<file path="src/rtl/fifo_wr_arbiter.sv">
// fifo_wr_arbiter: round-robin arbiter that shares the FIFO write port
// (winc/wdata, back-pressured by wfull) among NUM_REQ producers in wclk.
// Optional burst locking: define FIFO_WR_ARB_BURST_EN to let one grant
// carry up to MAX_BURST consecutive words; otherwise grants rotate per word.
module fifo_wr_arbiter #(
  parameter int unsigned DATA_WIDTH = 8,
  parameter int unsigned NUM_REQ    = 4,
  parameter int unsigned MAX_BURST  = 4
) (
  input  logic                          wclk,
  input  logic                          wrst,
  input  logic [NUM_REQ-1:0]            req,
  input  logic [NUM_REQ*DATA_WIDTH-1:0] wdata_in,
  input  logic                          wfull,
  output logic [NUM_REQ-1:0]            gnt,
  output logic                          winc,
  output logic [DATA_WIDTH-1:0]         wdata,
  output logic                          busy
);

  localparam int unsigned PTR_W = $clog2(NUM_REQ);

  // Reject unsupported configurations at elaboration
  if (NUM_REQ < 2 || NUM_REQ > 8 || MAX_BURST < 1 || MAX_BURST > 16) begin : g_param_check
    $error("fifo_wr_arbiter: NUM_REQ or MAX_BURST out of range");
  end

  typedef enum logic {
    ST_IDLE,
    ST_GRANTED
  } state_e;

  state_e             state_q;
  logic [NUM_REQ-1:0] gnt_q;
  logic [PTR_W-1:0]   rr_ptr_q;

  logic               accept;
  logic               limit_hit;
  logic               release_c;
  logic [PTR_W-1:0]   g_idx;
  logic [PTR_W-1:0]   g_next;
  logic               idle_found;
  logic [PTR_W-1:0]   idle_idx;
  logic               other_found;
  logic [PTR_W-1:0]   other_idx;

`ifdef FIFO_WR_ARB_BURST_EN
  localparam int unsigned BCNT_W = $clog2(MAX_BURST) + 1;
  logic [BCNT_W-1:0] burst_cnt_q;
  assign limit_hit = accept && (burst_cnt_q == BCNT_W'(MAX_BURST - 1));
`else
  assign limit_hit = accept;
`endif

  function automatic logic [NUM_REQ-1:0] onehot(input logic [PTR_W-1:0] idx);
    onehot = NUM_REQ'(1) << idx;
  endfunction

  assign accept    = (|(gnt_q & req)) & ~wfull;
  assign winc      = accept;
  assign gnt       = gnt_q;
  assign busy      = |gnt_q;
  assign g_next    = PTR_W'((32'(g_idx) + 32'd1) % NUM_REQ);
  assign release_c = (state_q == ST_GRANTED) && (!req[g_idx] || limit_hit);

  // Encode the one-hot grant into an index
  always_comb begin
    g_idx = '0;
    for (int unsigned i = 0; i < NUM_REQ; i++) begin
      if (gnt_q[i]) g_idx = PTR_W'(i);
    end
  end

  // Write data is the slice of the granted producer, zero when idle
  always_comb begin
    wdata = '0;
    for (int unsigned i = 0; i < NUM_REQ; i++) begin
      if (gnt_q[i]) wdata = wdata | wdata_in[i*DATA_WIDTH +: DATA_WIDTH];
    end
  end

  // Idle search: first requester starting at rr_ptr
  always_comb begin : idle_search
    logic [PTR_W-1:0] cand;
    cand       = '0;
    idle_found = 1'b0;
    idle_idx   = '0;
    for (int unsigned k = 0; k < NUM_REQ; k++) begin
      cand = PTR_W'((32'(rr_ptr_q) + k) % NUM_REQ);
      if (!idle_found && req[cand]) begin
        idle_found = 1'b1;
        idle_idx   = cand;
      end
    end
  end

  // Handover search: first requester after g, excluding g itself
  always_comb begin : other_search
    logic [PTR_W-1:0] cand;
    cand        = '0;
    other_found = 1'b0;
    other_idx   = '0;
    for (int unsigned k = 1; k < NUM_REQ; k++) begin
      cand = PTR_W'((32'(g_idx) + k) % NUM_REQ);
      if (!other_found && req[cand]) begin
        other_found = 1'b1;
        other_idx   = cand;
      end
    end
  end

  // Grant FSM: IDLE <-> GRANTED with same-cycle handover on release
  always_ff @(posedge wclk or posedge wrst) begin
    if (wrst) begin
      state_q     <= ST_IDLE;
      gnt_q       <= '0;
      rr_ptr_q    <= '0;
`ifdef FIFO_WR_ARB_BURST_EN
      burst_cnt_q <= '0;
`endif
    end else begin
      case (state_q)
        ST_IDLE: begin
          if (idle_found) begin
            state_q     <= ST_GRANTED;
            gnt_q       <= onehot(idle_idx);
`ifdef FIFO_WR_ARB_BURST_EN
            burst_cnt_q <= '0;
`endif
          end
        end
        ST_GRANTED: begin
          if (release_c) begin
            rr_ptr_q <= g_next;
            if (other_found) begin
              gnt_q       <= onehot(other_idx);
`ifdef FIFO_WR_ARB_BURST_EN
              burst_cnt_q <= '0;
`endif
            end else if (req[g_idx]) begin
              gnt_q       <= gnt_q;
`ifdef FIFO_WR_ARB_BURST_EN
              burst_cnt_q <= '0;
`endif
            end else begin
              gnt_q   <= '0;
              state_q <= ST_IDLE;
            end
          end
`ifdef FIFO_WR_ARB_BURST_EN
          else if (accept) begin
            burst_cnt_q <= burst_cnt_q + BCNT_W'(1);
          end
`endif
        end
      endcase
    end
  end

endmodule

</file>
<file path="config.mk">
export PLATFORM = sky130hd
export DESIGN_NAME = fifo_wr_arbiter
export DESIGN_NICKNAME = d
export VERILOG_FILES = /design/src/rtl/fifo_wr_arbiter.sv
export SDC_FILE = /design/constraint.sdc
export NUM_CORES = 1
export LEC_CHECK = 0
export CAP_MARGIN = 15
export CORE_MARGIN = 4
export CORE_UTILIZATION = 37
export CTS_CLUSTER_DIAMETER = 60
export DETAILED_ROUTE_END_ITERATION = 6
export PLACE_DENSITY = 0.81
export SLEW_MARGIN = 30
export SYNTH_ARGS = -nofsm -noshare
export SYNTH_HDL_FRONTEND = slang
export SYNTH_SLANG_ARGS = --single-unit
</file>
<file path="constraint.sdc">
create_clock -name wclk -period 2.7 [get_ports wclk]
set_clock_uncertainty 0.05 [all_clocks]
set_input_delay 0.54 -clock wclk [delete_from_list [all_inputs] [get_ports wclk]]
set_output_delay 0.54 -clock wclk [all_outputs]
set_load 0.01 [all_outputs]
</file>
==> impl_results.md, run 1 <==
* Fmax achieved at between 300 and 400 MHz
* Sw frac at 44.5%
* Final period utilization at 97.2%
* Setup TNS at 0 ns
* CP bufs+invs at 2
* Total wire length at 3320 um
* Die width at 57.1 um
* RSZ-0062 raised after global routing: no
* Crit path max fanout at 6
* Clock power frac at under 10%
* H-tree lvl count at 1
* Worst-path cell chain: clkdlybuf4s50_1, nand2_1, a41oi_2, clkdlybuf4s50_1
* Flop2flop setup slack at 0.48 ns
* Clock Latency Late Sink at 0.25 ns
* Dpl cells at between 150 and 200
* Cells after Synth at 117
* DRC Markers at 0
* Synth Flop Type: dfrtp_1
* Core footprint at about 0.0023 mm2
* IO buf count at 52
* Leakage Power at 0.612 nW
* Switching power at 0.000611 W
* Status: complete, no violations
* Grt total ovfl at 0
* Pins over their slew limit at 0
* Post-CTS Setup Repair Bufs at 0
* Number of stages on the worst setup path at 4
* Register clock-pin slew on the reported worst setup and hold paths at 0.06 ns
* Vias at 1,156
* DPL Wire Length at 2660 um
* P_int at 0.000761 W
* Post-CTS Hold Buffers at 0
* WP data required at around 2.1 ns
* CTS tree: built
* Vias per inst at between 5 and 6
* Worst r2r dst: gnt[3]$_DFFE_PP0P_
* DRT Pass-1 Iters at 4
* Share of cells above drive strength 1 at 12.7%
* Clock root buffer: clkbuf_4
* Yosys reg bits at 7
* Die Footprint at 0.00326 mm2
* Top Ports at 53
* Most Frequent Cell on Critical Path: clkdlybuf4s50_1
* Max Cap Viol at 0
* Worst path arrival time at 2.03 ns
* Synthesized area at a little under 900 um2
* P&R area growth vs syn at 68.1%
* EDFF count, synth at 0
* R2R Path Start: gnt[2]$_DFFE_PP0P_
* Post-CTS Resized at 1
* Logic gate share of total power at 75.1%
* Distinct cell type count after synthesis at 41
* First-pass GRT wire length at between 5000 and 6000 um
* Fin. Hold Viols at 0
* VDD IR max at 787 uV
* Max_slew headroom at 65.7%
* Initial Utilization at 39.5%
* Iter 0 DRT Violations at 74
* Top delay family on crit path: buffers and inverters
* Synth Area per Inst at around 7.6 um2
* Crit Path Category: input pin to primary output
* Nets at around 210
* GRT Overall Usage at roughly 20%
* Synth Net Count at 156
* Setup-failing EPs final at 0
* Hold WC Path Type: input pin to asynchronous set/reset pin
* CP endpoint kind: primary output
* PD cells at 917 mW/mm2
* Minimum clock period at 2.62 ns
* Worst path max stage delay at ~0.58 ns
* Seq/Total Area, Yosys at 19.7%
* CTS Buf Count at 3
* Reg power frac at 18.2%
* Rows at 17
* Post-DRT Antenna Nets at 0
* Die Y at between 50 and 60 um
* Routability cong. at 0.934
* Initial antenna violation count at 0
* Clk sinks at 7
* Drt wl/cell at 16.5 um
* Clk buf depth at 2
* Vias in the first global route at roughly 1,100
* Yosys warning count at 0
* Slowest-stage cell, CP: clkdlybuf4s50_1
* Slew of the pin with the lowest slew margin at 0.513 ns
* Async SR Flop Fraction at 100%
* Diodes inserted at 0
* Final std cells w/o fill at 201
* R2R cell count at 6
* Startpoint Class: input pin
* Largest net degree at the start of global routing at 16
==> worst register-to-register path, stage by stage (launching register included) <==
cell and delay (ns):
dfrtp_1 0.61, nor2_1 0.25, a31oi_4 0.28, nand4b_1 0.11, o21a_1 0.20, o31a_4 0.31
mux2_4 0.30
==> kinds of logic after synthesis <==
logic type                Yosys count  share of synthesized area [%]
AOI/OAI and AO/OA                  48                           41.7
xor gates and xnor gates            2                           1.97
buffers and inverters              16                           8.57
DFF                                 7                           19.7
muxes                               6                           8.01
and+or+nand+nor                    38                           20.1
==> cells in the mapped netlist, types with 3 or more instances <==
| cell | number | area share, % |
|---|---|---|
| nand2_1 | 17 | 7.2 |
| a22oi_1 | 16 | 13 |
| dfrtp_1 | 7 | 20 |
| o21ai_0 | 7 | 3.9 |
| inv_1 | 6 | 2.5 |
| nor2_1 | 6 | 2.5 |
| a21oi_1 | 5 | 2.8 |
| buf_2 | 4 | 2.2 |
| a211oi_1 | 3 | 2.5 |
| clkbuf_1 | 3 | 1.3 |
| mux2i_1 | 3 | 3.4 |
| nand3_1 | 3 | 1.7 |
| nor3_1 | 3 | 1.7 |
==> layout make-up <==
class                   instances  area [um2]
clock buffers                   4        26.3
repair buffers                 61         588
flip-flops and latches          7         175
inverters                       7        26.3
multi-input cells              94         647
fillers                       187         757
well taps                      28        35.0
==> per-stage QoR <==
stage / utilization [%] / worst slack (ns) / hold WS (ns) / area [um2] / total power (W)
6_report: 66.4 / 0.0762 / 0.464 / 1500 / 0.00137
5_1_grt: 66.4 / 0.0249 / 0.499 / 1500 / 0.00147
4_1_cts: 66.4 / 0.0789 / 0.463 / 1500 / 0.00137
3_5_place_dp: 64.9 / 0.00872 / 0.461 / 1460 / 0.00127
3_3_place_gp: 64.9 / 0.0784 / 0.458 / 1460 / 0.00124
2_1_floorplan: - / 0.620 / 0.293 / 891 / 0.000857
==> layout by cell type, fill, tap and decap left out, types with 3 or more instances in the layout <==
master and count:
a211oi_1 3, a21oi_1 5, a22oi_1 16, buf_4 9
clkbuf_4 3, clkdlybuf4s50_1 52, dfrtp_1 7, inv_1 6
mux2i_1 3, nand2_1 17, nand3_1 3, nor2_1 6
nor3_1 3, o21ai_0 7
==> routing by layer <==
layer,up-vias,GRT usage (%),routed length (um)
met2,46,37.2,1850
met3,6,3.85,162
met5,-,0,0
met1,552,23.0,1270
li1,552,-,-
met4,0,5.30,34
==> worst max path at each step <==
stage / start / to / slack (ns)
6_report: req[0] / winc / 0.08
5_1_grt: req[0] / winc / 0.02
4_1_cts: req[0] / winc / 0.08
3_5_place_dp: req[0] / winc / 0.009
3_3_place_gp: req[0] / winc / 0.08
2_1_floorplan: req[0] / gnt[2]$_DFFE_PP0P_ / 0.62
==> power by group through the flow <==
stage | logic [W] | registers, W | clock network [W]
final | 0.00103 | 0.000250 | 0.0000921
after global routing | 0.00111 | 0.000260 | 0.000101
after CTS | 0.00103 | 0.000248 | 0.0000960
after detailed placement | 0.00102 | 0.000252 | 0
after global placement | 0.000992 | 0.000246 | 0
after floorplan | 0.000667 | 0.000189 | 0
==> sequential cells by signal, summed over array words and instances, names as in the netlist <==
register / count
gnt: 4
rr_ptr_q: 2
state_q: 1
Note: power is estimated with default switching activity, not from simulation.
==> run 2: changes to the inputs <==
--- a/config.mk
+++ b/config.mk
@@ -8,9 +8,10 @@
 export CAP_MARGIN = 15
 export CORE_MARGIN = 4
 export CORE_UTILIZATION = 37
+export CTS_BUF_LIST = sky130_fd_sc_hd__clkbuf_16
 export CTS_CLUSTER_DIAMETER = 60
 export DETAILED_ROUTE_END_ITERATION = 6
-export PLACE_DENSITY = 0.81
+export PLACE_DENSITY = 0.79
 export SLEW_MARGIN = 30
 export SYNTH_ARGS = -nofsm -noshare
 export SYNTH_HDL_FRONTEND = slang
==> impl_results.md, run 2 (synthesis gave the netlist of run 1 again) <==
* Status: complete, no violations (unchanged)
* Clk sinks at 7 (unchanged)
* GRT Overall Usage at 21.5% (was 20.0%)
* Initial Utilization at 39.5% (unchanged)
* Final std cells w/o fill at 199 (was 201)
* Initial antenna violation count at 0 (unchanged)
* Core footprint at 0.00225 mm2 (unchanged)
* Worst-path cell chain: clkdlybuf4s50_1, nand2_1, a41oi_1, clkdlybuf4s50_1 (was clkdlybuf4s50_1, nand2_1, a41oi_2, clkdlybuf4s50_1)
* Share of cells above drive strength 1 at 11.1% (was 12.7%)
* Most common cell after layout, fill and taps aside: clkdlybuf4s50_1 (unchanged)
* Vias per inst at 5.85 (was 5.75)
* Max Cap Viol at 0 (unchanged)
* Clock Latency Late Sink at 0.23 ns (was 0.25 ns)
* Max_slew headroom at 59.6% (was 65.7%)
* Slowest-stage cell, CP: clkdlybuf4s50_1 (unchanged)
* Vias at 1,165 (was 1,156)
* Minimum clock period at 2.64 ns (was 2.62 ns)
* Top Ports at 53 (unchanged)
* Startpoint Class: input pin (unchanged)
* First-pass GRT wire length at 5530 um (was 5250 um)
* Clock root buffer: clkbuf_16 (was clkbuf_4)
* DRT Pass-1 Iters at 4 (unchanged)
* CP endpoint kind: primary output (unchanged)
* Pins over their slew limit at 0 (unchanged)
* Fin. Hold Viols at 0 (unchanged)
* Slew of the pin with the lowest slew margin at 0.607 ns (was 0.513 ns)
* Crit Path Category: input pin to primary output (unchanged)
* Register clock-pin slew on the reported worst setup and hold paths at 0.04 ns (was 0.06 ns)
* Max reg flops at 4 (unchanged)
* Die Y at 57.1 um (unchanged)
* Largest net degree at the start of global routing at 18 (was 16)
* Hold WC Path Type: input pin to asynchronous set/reset pin (unchanged)
* Hold_ws at 0.492 ns (was 0.464 ns)
* Post-DRT Antenna Nets at 0 (unchanged)
* Routability cong. at 0.870 (was 0.934)
* Clk buf depth at 2 (unchanged)
* Post-layout util at 67.8% (was 66.4%)
* WP data required at 2.11 ns (about the same)
* CTS tree: built (unchanged)
* PD cells at 990 mW/mm2 (was 917 mW/mm2)
* Crit path max fanout at 7 (was 6)
* H-tree lvl count at 1 (unchanged)
* Drt wl/cell at 17.2 um (was 16.5 um)
* Post-CTS Hold Buffers at 0 (unchanged)
* Post-CTS Setup Repair Bufs at 0 (unchanged)
* Post-CTS Resized at 0 (was 1)
* Final period utilization at 97.8% (was 97.2%)
* Diodes inserted at 0 (unchanged)
* Rows at 17 (unchanged)
* Vias in the first global route at 1,164 (was 1,124)
* Final worst setup slack at 0.0599 ns (was 0.0762 ns)
* Worst path arrival time at 2.05 ns (was 2.03 ns)
* IO buf count at 52 (unchanged)
* Worst path max stage delay at 0.59 ns (was 0.58 ns)
* Iter 0 DRT Violations at 61 (was 74)
* CTS Buf Count at 3 (unchanged)
* Most Frequent Cell on Critical Path: clkdlybuf4s50_1 (unchanged)
* Die Footprint at 0.00326 mm2 (unchanged)
* Most frequent cells in the layout: clkdlybuf4s50_1 (52), nand2_1 (17), a22oi_1 (16) (unchanged)
* Nets at 211 (was 213)
* P&R area growth vs syn at 71.5% (was 68.1%)
* DRC Markers at 0 (unchanged)
* Fmax achieved at 379 MHz (was 381 MHz)
* Dpl cells at 195 (was 197)
* Setup-failing EPs final at 0 (unchanged)
* Grt total ovfl at 0 (unchanged)
* VDD IR max at 849 uV (was 787 uV)
* Leakage Power at 0.629 nW (was 0.612 nW)
* RSZ-0062 raised after global routing: no (unchanged)
* DPL Wire Length at 2660 um (about the same)
* Die width at 57.1 um (unchanged)
* DP Worst Slack at 0.0736 ns (was 0.00872 ns)
* Total wire length at 3420 um (was 3320 um)
* Setup TNS at 0 ns (unchanged)
==> run 2: cell types whose count changed in the layout (fill, tap and decap cells not counted) <==
cell | before | now
clkbuf_16 | 0 | 3
buf_4 | 9 | 7
a41oi_1 | 0 | 1
clkbuf_4 | 3 | 0
clkbuf_1 | 1 | 0
a41oi_2 | 1 | 0
inv_1 | 6 | 7
==> run 2: where the power goes <==
group	total, W	switching, W	internal (W)
combinational	0.000995	0.000453	0.000543
sequential	0.000267	0.000120	0.000147
clock	0.000250	0.0000572	0.000193
==> run 2: path summary, 6_finish.rpt <==
path                                         start                       to  slack (ns)  cells after the start
hold / removal                                wrst       gnt[0]$_DFFE_PP0P_        0.49                      2
hold reg to reg            rr_ptr_q[0]$_DFFE_PP0P_  rr_ptr_q[0]$_DFFE_PP0P_        0.54                      1
setup reg to reg                gnt[1]$_DFFE_PP0P_       gnt[2]$_DFFE_PP0P_        0.34                      6
setup / recovery                            req[0]                     winc        0.06                      4
max in group asynchronous                     wrst       gnt[1]$_DFFE_PP0P_        1.89                      2
min in group wclk          rr_ptr_q[0]$_DFFE_PP0P_  rr_ptr_q[0]$_DFFE_PP0P_        0.54                      1
==> run 2: critical path, delay by kind of cell <==
kind,cells,cell delay (ns)
and+or+nand+nor,1,0.08
buffers and inverters,2,1.17
AOI/OAI and AO/OA,1,0.26
==> run 2: cell type report <==
| cell class | count | area, um2 |
|---|---|---|
| clock buffer | 3 | 75.1 |
| clock inverter | 1 | 3.75 |
| fill | 181 | 727 |
| inverter | 7 | 26.3 |
| multi-input combinational | 94 | 639 |
| sequential | 7 | 175 |
| tap | 28 | 35.0 |
| timing repair buffer | 59 | 573 |
==> run 2: metrics by stage <==
| step | total power, W | area (um2) |
|---|---|---|
| floorplan | 0.000857 | 891 |
| global placement | 0.00123 | 1450 |
| detailed placement | 0.00125 | 1450 |
| CTS | 0.00151 | 1530 |
| global route | 0.00161 | 1530 |
| finish | 0.00151 | 1530 |
==> run 2: routing by layer <==
layer | track usage (%) | share of wire (%)
met5 | 0 | 0
met4 | 9.60 | 1.7
met3 | 2.71 | 4.8
met2 | 39.2 | 55
met1 | 24.7 | 38
